### src/rtl/prescaled_mod_counter_pkg.sv
// Shared constants and helpers for the timekeeping digit counters.
// Default clock rate, standard digit moduli, and direction decoding.
package prescaled_mod_counter_pkg;

  localparam int CLK_HZ  = 50_000_000;
  localparam int DIV_1HZ = CLK_HZ;

  localparam int MOD_DEC  = 10;
  localparam int MOD_SEX  = 6;
  localparam int MOD_H24  = 24;
  localparam int MOD_H12  = 12;
  localparam int MOD_HT24 = 3;
  localparam int MOD_H4   = 4;

  typedef enum logic [1:0] {
    DIR_HOLD,
    DIR_UP,
    DIR_DOWN
  } dir_e;

  function automatic dir_e dir_of(
    input logic up,
    input logic dn
  );
    if (up && !dn) return DIR_UP;
    if (dn && !up) return DIR_DOWN;
    return DIR_HOLD;
  endfunction

  function automatic int presc_w(input int div);
    return (div > 1) ? $clog2(div) : 1;
  endfunction

endpackage

### src/rtl/prescaled_mod_counter_tick_prescaler.sv
// Free-running tick prescaler: step_ok once every DIV cycles,
// plus a registered copy for daisy-chaining.
module tick_prescaler
  import prescaled_mod_counter_pkg::*;
#(
  parameter int DIV = DIV_1HZ
) (
  input  logic clk,
  input  logic reset,
  output logic step_ok,
  output logic tick
);

  localparam int PW = presc_w(DIV);
  localparam logic [PW-1:0] LAST = PW'(DIV - 1);

  if (DIV < 1) begin : g_bad_div
    $error("tick_prescaler: DIV must be >= 1");
  end

  logic [PW-1:0] cnt;

  assign step_ok = (cnt == LAST);

  always_ff @(posedge clk) begin
    if (reset) begin
      cnt  <= '0;
      tick <= 1'b0;
    end else begin
      cnt  <= step_ok ? '0 : cnt + 1'b1;
      tick <= step_ok;
    end
  end

endmodule

### src/rtl/prescaled_mod_counter.sv
// Up/down modulo-N display digit with alternate modulus, preload,
// and registered carry/borrow pulses for cascading.
module prescaled_mod_counter
  import prescaled_mod_counter_pkg::*;
#(
  parameter int WIDTH       = 4,
  parameter int MODULUS     = MOD_DEC,
  parameter int ALT_MODULUS = MOD_H4,
  parameter int DIV         = DIV_1HZ
) (
  input  logic             clk,
  input  logic             reset,
  input  logic             en,
  input  logic             count_up,
  input  logic             count_down,
  input  logic             alt_mode,
  input  logic             load,
  input  logic [WIDTH-1:0] load_val,
  output logic [WIDTH-1:0] count,
  output logic             tc_up,
  output logic             tc_down,
  output logic             tick
);

  if (MODULUS < 2 || MODULUS > (1 << WIDTH)) begin : g_bad_mod
    $error("prescaled_mod_counter: MODULUS out of range");
  end
  if (ALT_MODULUS < 1 || ALT_MODULUS > MODULUS) begin : g_bad_alt
    $error("prescaled_mod_counter: ALT_MODULUS out of range");
  end

  localparam logic [WIDTH-1:0] TOP_N = WIDTH'(MODULUS - 1);
  localparam logic [WIDTH-1:0] TOP_A = WIDTH'(ALT_MODULUS - 1);

  logic             step_ok;
  logic [WIDTH-1:0] top;
  logic [WIDTH-1:0] nxt;
  logic             nxt_up;
  logic             nxt_dn;
  logic             step;
  logic             do_ld;
  logic             do_up;
  logic             do_dn;
  dir_e             dir;

  tick_prescaler #(
    .DIV(DIV)
  ) u_presc (
    .clk    (clk),
    .reset  (reset),
    .step_ok(step_ok),
    .tick   (tick)
  );

  assign top   = alt_mode ? TOP_A : TOP_N;
  assign dir   = dir_of(count_up, count_down);
  assign step  = step_ok && en && !load;
  assign do_ld = load;
  assign do_up = step && (dir == DIR_UP);
  assign do_dn = step && (dir == DIR_DOWN);

  always_comb begin
    nxt    = count;
    nxt_up = 1'b0;
    nxt_dn = 1'b0;
    unique case (1'b1)
      do_ld: begin
        nxt = (load_val > top) ? top : load_val;
      end
      do_up: begin
        if (count >= top) begin
          nxt    = '0;
          nxt_up = 1'b1;
        end else begin
          nxt = count + 1'b1;
        end
      end
      do_dn: begin
        if (count == '0) begin
          nxt    = top;
          nxt_dn = 1'b1;
        end else if (count > top) begin
          nxt = top;
        end else begin
          nxt = count - 1'b1;
        end
      end
      default: begin
      end
    endcase
  end

  always_ff @(posedge clk) begin
    if (reset) begin
      count   <= '0;
      tc_up   <= 1'b0;
      tc_down <= 1'b0;
    end else begin
      count   <= nxt;
      tc_up   <= nxt_up;
      tc_down <= nxt_dn;
    end
  end

endmodule

### config.mk
export PLATFORM = sky130hd
export DESIGN_NAME = prescaled_mod_counter
export DESIGN_NICKNAME = d
export VERILOG_FILES = /design/src/rtl/prescaled_mod_counter_pkg.sv /design/src/rtl/prescaled_mod_counter_tick_prescaler.sv /design/src/rtl/prescaled_mod_counter.sv
export SDC_FILE = /design/constraint.sdc
export NUM_CORES = 1
export LEC_CHECK = 0
export BUFFER_PORTS_ARGS = -buffer_cell sky130_fd_sc_hd__buf_2
export CORE_MARGIN = 10
export CORE_UTILIZATION = 53
export DETAILED_ROUTE_END_ITERATION = 12
export PLACE_DENSITY = 0.75
export SYNTH_ARGS = -nofsm -noshare
export SYNTH_HDL_FRONTEND = slang
export SYNTH_SLANG_ARGS = --single-unit
### constraint.sdc
create_clock -name clk -period 2.05 [get_ports clk]
set_input_delay 0.205 -clock clk [delete_from_list [all_inputs] [get_ports clk]]
set_output_delay 0.205 -clock clk [all_outputs]
set_load 0.02 [all_outputs]
==> impl_metrics.ini, run 1 <==
[detailed_routing]
wl_um = 4330
top_layer = met4
vias_per_cell = 5.37
postRouteAntennaNets = 0
routed-wl-met3_um = 225
dr.pass1.iters = 4
drt_iter0_drc = 100
via_count = 1682
dr_wl_met2_um = 2130
drc = 0
wl_met1_um = 1930
wire_per_inst_um = 13.8

[synth]
synthMostInstantiatedCell = nor2_1
post-synth-top-area-fraction = 0.353
syn_area_per_cell_um2 = 8.14
yosysWarnings = 0
yosys-top-cells-area = dfxtp_1, nor2_1, xnor2_1
synth_common_cells = nor2_1, dfxtp_1, nand2_1
synthesis.area_um2 = 1870
synth_fp_nets = 249
synth_edf_count = 0
postSynthCellCount = 230
synth-xor-area-share = 0.112
ys_seq_area_frac = 0.353
synth_top_family_by_area = simple AND/OR/NAND/NOR gates
muxShareOfSynthArea = 0.0221
synthArstFlopShare = 0
synth_fa_ha_area_frac = 0.0535
synth_top_area_cell = dfxtp_1
ys_types = 48
yosys_register_bits = 33
synthSimpleGateAreaFrac = 0.318
synth_compound_area_frac = 0.107
synth-main-ff-cell = dfxtp_1

[cts]
cts_buffer_depth = 2
clk_latency_ns = 0.34
cts_buffers = 5
cts_hold_buf = 0
clk_pin_slew_ns = 0.11
cts_root_buffer = clkbuf_4
tritoncts = done
h-tree-depth = 2
cts_sinks = 33

[timing]
worst_slew_pin_slew_ns = 0.297
hold_viol_final = 0
fmax_ghz = 0.504
tns_ns = 0
setup_viol = 0
clock_skew_ns = 0.0170
min_period_ns = 1.98
finalMaxSlewViolations = 0
maxSlewHeadroom = 0.800
period_share = 0.967
hold_ws_ns = 0.145

[outcome]
status = completed

[floorplan]
num_rows = 21
core_um2 = 3360
start_util = 0.557
pin_count = 18
dieArea_um2 = 6310
die_h_um = 79.4
dieWidth_um = 79.4

[global_routing]
track_usage = 0.138
antenna_found_initial = 0
overflow = 0
grt_max_degree = 26
grt_pass1_wl_um = 7190
grt_pass1_vias = 1584

[pwr]
p_per_area_nw_per_um2 = 530
p_sw_mw = 0.354
leakagePower_nw = 0.930
p_int_mw = 0.889
swShare = 0.285
p_comb_frac = 0.178
p_clk_frac = 0.283
ir_drop_mv = 0.326
p_total_mw = 1.24
pwr-share-seq = 0.538

[setup_path]
cp.buffers_inverters = 0
crit_slowest_cell = or4_4
required_ns = 2.32
rr_startpoint = u_presc.cnt[4]
end_kind = flip-flop
critPathLaunchType = flip-flop
slowest_delay_ns = 0.56
criticalPathCategory = flip-flop to flip-flop
critPathTopFamily = simple AND/OR/NAND/NOR gates
crit_start = u_presc.cnt[4]
critPathMaxFanout = 5
arrival_ns = 2.25
crit_chain = nand3_2, or3_4, or4_4, or3_1, a21oi_1

[final_layout]
stdcell_count = 313
n_antenna_cell = 0
syn2layout_area_growth_pct = 25.3
drive_gt1_frac = 0.300
nets = 285
final_util = 0.697

[placement]
dp.cells = 303
dp_hpwl_um = 3050
io_buffers = 17
gp_congestion = 0.875

[hold_path]
hold_class = primary input to flip-flop
min-delay-start = reset

[flow_run]
max_cap_violations = 0
-- logic make-up after synthesis --
family	after synthesis
and+or+nand+nor	117
buffers and inverters	16
AOI/OAI and AO/OA	28
adders and majority gates	8
muxes	4
DFF	33
xor gates and xnor gates	24
-- worst paths after layout --
| check | to | slack [ns] | depth (start not counted) |
|---|---|---|---|
| hold / removal | count[1] | 0.14 | 2 |
| hold reg to reg | u_presc.cnt[0] | 0.47 | 1 |
| setup reg to reg | u_presc.cnt[23] | 0.07 | 5 |
| setup / recovery | u_presc.cnt[23] | 0.07 | 5 |
-- per-layer routing --
metal / up-vias / track usage
met5: - / 0
met4: 0 / 0.0573
met3: 5 / 0.0405
met2: 36 / 0.211
met1: 766 / 0.175
li1: 875 / -
-- registers in the layout, summed over array words and instances (netlist names) --
name	flops
tc_up	1
u_presc.tick	1
count	4
tc_down	1
u_presc.cnt	26
-- placed cells by master, fill, tap and decap left out, types with 5 or more instances in the layout --
cell and instances:
clkbuf_4 5, nand4_1 7, xnor2_1 12, dfxtp_2 7, or2_2 5, dfxtp_1 24
nor2_1 44, buf_4 20, xor2_1 12, inv_1 7, nor3_1 5, buf_2 17
nand3_1 9, a21oi_1 5, nand2_1 17, nand2b_1 5, ha_1 5
-- worst reg2reg max path: cells and delay by family (launching register included) --
kind             cells  cell delay [ns]
AND/OR/NAND/NOR      4             1.39
flip-flops           1             0.38
AO/OA/AOI/OAI        1             0.14
-- layout make-up --
| type | count | area (um2) |
|---|---|---|
| Timing Repair Buffer | 38 | 255 |
| Multi-Input combinational cell | 181 | 1280 |
| Sequential cell | 33 | 677 |
| Fill cell | 282 | 1020 |
| Inverter | 7 | 26.3 |
| Tap cell | 46 | 57.6 |
| Clock buffer | 6 | 41.3 |
| Clock inverter | 2 | 10.0 |
-- stage by stage --
step	setup WS, ns	instance area [um2]
finish	0.0677	2340
detailed placement	-0.0259	2140
global placement	-0.00724	2140
global route	-0.0441	2340
CTS	0.0151	2220
floorplan	0.00905	1880
-- timing repair --
action / CTS / global route
pin swaps: 2 / 4
endpoints found under the setup margin: 2 / 7
resized for setup: 2 / 23
buffers inserted: 1 / 1
-- power groups by stage --
stage          clock (mW)  sequential, mW  combinational [mW]
2_1_floorplan           0           0.685               0.121
3_3_place_gp            0           0.679               0.186
3_5_place_dp            0           0.680               0.186
4_1_cts             0.365           0.665               0.191
5_1_grt             0.396           0.672               0.246
6_report            0.352           0.669               0.222
No activity file was read; power rests on OpenSTA's default activity.
==> run 2, diff against run 1 <==
==> constraint.sdc (replaced) <==
create_clock -name clk -period 1.6 [get_ports clk]
set_input_delay 0.32 -clock clk [delete_from_list [all_inputs] [get_ports clk]]
set_output_delay 0.32 -clock clk [all_outputs]
set_load 0.02 [all_outputs]
==> impl_metrics.ini, run 2 (synthesis gave the netlist of run 1 again) <==
[hold_path]
min-delay-start = reset
hold_class = primary input to flip-flop

[setup_path]
crit_start = u_presc.cnt[18]
rr_startpoint = u_presc.cnt[18]
crit_slowest_cell = dfxtp_2
arrival_ns = 2.45
slowest_delay_ns = 0.36
critPathLaunchType = flip-flop
crit_chain = nor4bb_4, nand4_1, buf_6, nor3_4, and3b_2, a41oi_2, nor3_2
critPathMaxFanout = 5
end_kind = flip-flop
criticalPathCategory = flip-flop to flip-flop
required_ns = 1.87

[detailed_routing]
via_count = 2366
drt_iter0_drc = 300
dr.pass1.iters = 5
postRouteAntennaNets = 0
vias_per_cell = 6.52
drc = 0
wl_um = 8440
wire_per_inst_um = 23.2

[pwr]
ir_drop_mv = 0.467
p_sw_mw = 0.570
pwr-share-seq = 0.456
p_total_mw = 1.87
p_comb_frac = 0.242
p_per_area_nw_per_um2 = 602
leakagePower_nw = 1.24
p_int_mw = 1.30
p_clk_frac = 0.302
swShare = 0.305

[timing]
hold_ws_ns = 0.309
clock_skew_ns = 0.0113
rsz0062_at_grt = yes
setup_viol = 31
hold_viol_final = 0
tns_ns = -13.88
finalMaxSlewViolations = 0
worst_slew_pin_slew_ns = 0.430
period_share = 1.36
maxSlewHeadroom = 0.711
fmax_ghz = 0.460
setup_ws_ns = -0.574
min_period_ns = 2.17

[floorplan]
dieWidth_um = 79.4
start_util = 0.557
num_rows = 21
die_h_um = 79.4
core_um2 = 3360
dieArea_um2 = 6310
pin_count = 18

[cts]
cts_sinks = 33
clk_pin_slew_ns = 0.11
h-tree-depth = 2
tritoncts = done
cts_buffers = 5
cts_buffer_depth = 2
cts_hold_buf = 0
cts_root_buffer = clkbuf_4
clk_latency_ns = 0.36

[global_routing]
track_usage = 0.221
grt_use_met1 = 0.256
met3_usage = 0.0574
use_met2 = 0.363
antenna_found_initial = 0
overflow = 0
grt_max_degree = 11
busiest_layer = met2
grt_pass1_vias = 2186
grt_pass1_wl_um = 10900

[final_layout]
largest_reg_flops = 26
nets = 336
top_register = u_presc.cnt
drive_gt1_frac = 0.580
design_area_um2 = 3110
top_regs = u_presc.cnt x26, count x4
n_antenna_cell = 0
final_util = 0.924
nFillCells = 133
layout_commonest_cell = buf_4
mostFrequentLayoutCells = buf_4, nand2_1, nor2_1, buf_2, nor2_2
syn2layout_area_growth_pct = 66.0
stdcell_count = 363

[outcome]
failed_checks = negative setup slack
status = finished, violations left

[placement]
io_buffers = 17
pre_cts_ws_ns = -0.489
dp.cells = 340
dpl_cell_area_um2 = 2560
dp_hpwl_um = 3670
gp_congestion = 0.839

[flow_run]
max_cap_violations = 0
run 2: changes by cell type in the layout (fill, tap and decap cells not counted), sizes merged:
cell | previous run | this run
buf | 38 | 89
clkinv | 2 | 1
run 2: final timing paths:
kind | endpoint | slack (ns) | cells after the start
min | u_presc.cnt[4] | 0.31 | 2
max | count[2] | -0.57 | 7
min reg2reg | u_presc.cnt[0] | 0.55 | 2
max reg2reg | count[2] | -0.57 | 7
run 2: area by class of cell:
type | instances | area, um2 | share of cell area
Multi-Input combinational cell | 181 | 1530 | 0.491
Clock inverter | 1 | 5.00 | 0.00161
Timing Repair Buffer | 89 | 732 | 0.236
Clock buffer | 6 | 62.6 | 0.0201
Sequential cell | 33 | 697 | 0.224
Tap cell | 46 | 57.6 | 0.0185
Inverter | 7 | 26.3 | 0.00846
run 2: what timing repair did:
action / 4_1_cts / 5_1_grt
gates resized for setup: 38 / 40
setup endpoints to repair: 31 / 31
buffers inserted: 11 / 4
cloned: 3 / 0
pin swaps: 22 / 17
run 2: routing by layer:
metal / wire, um / part of all wire
met3: 924 / 0.11
met2: 3850 / 0.46
met5: 0 / 0
met1: 3060 / 0.36
met4: 612 / 0.073
run 2: worst max-delay path, delay by kind of cell (launching register included):
| family | cells | cell delay (ns) |
|---|---|---|
| and+or+nand+nor | 5 | 1.39 |
| DFF | 1 | 0.36 |
| buffers and inverters | 1 | 0.18 |
| AOI/OAI and AO/OA | 1 | 0.15 |
run 2: power groups by stage:
stage | registers (mW) | logic (mW) | clock network, mW
after detailed placement | 0.872 | 0.318 | 0
after CTS | 0.850 | 0.396 | 0.547
final | 0.853 | 0.453 | 0.566
after global placement | 0.871 | 0.306 | 0
after global routing | 0.854 | 0.476 | 0.579
after floorplan | 0.882 | 0.196 | 0
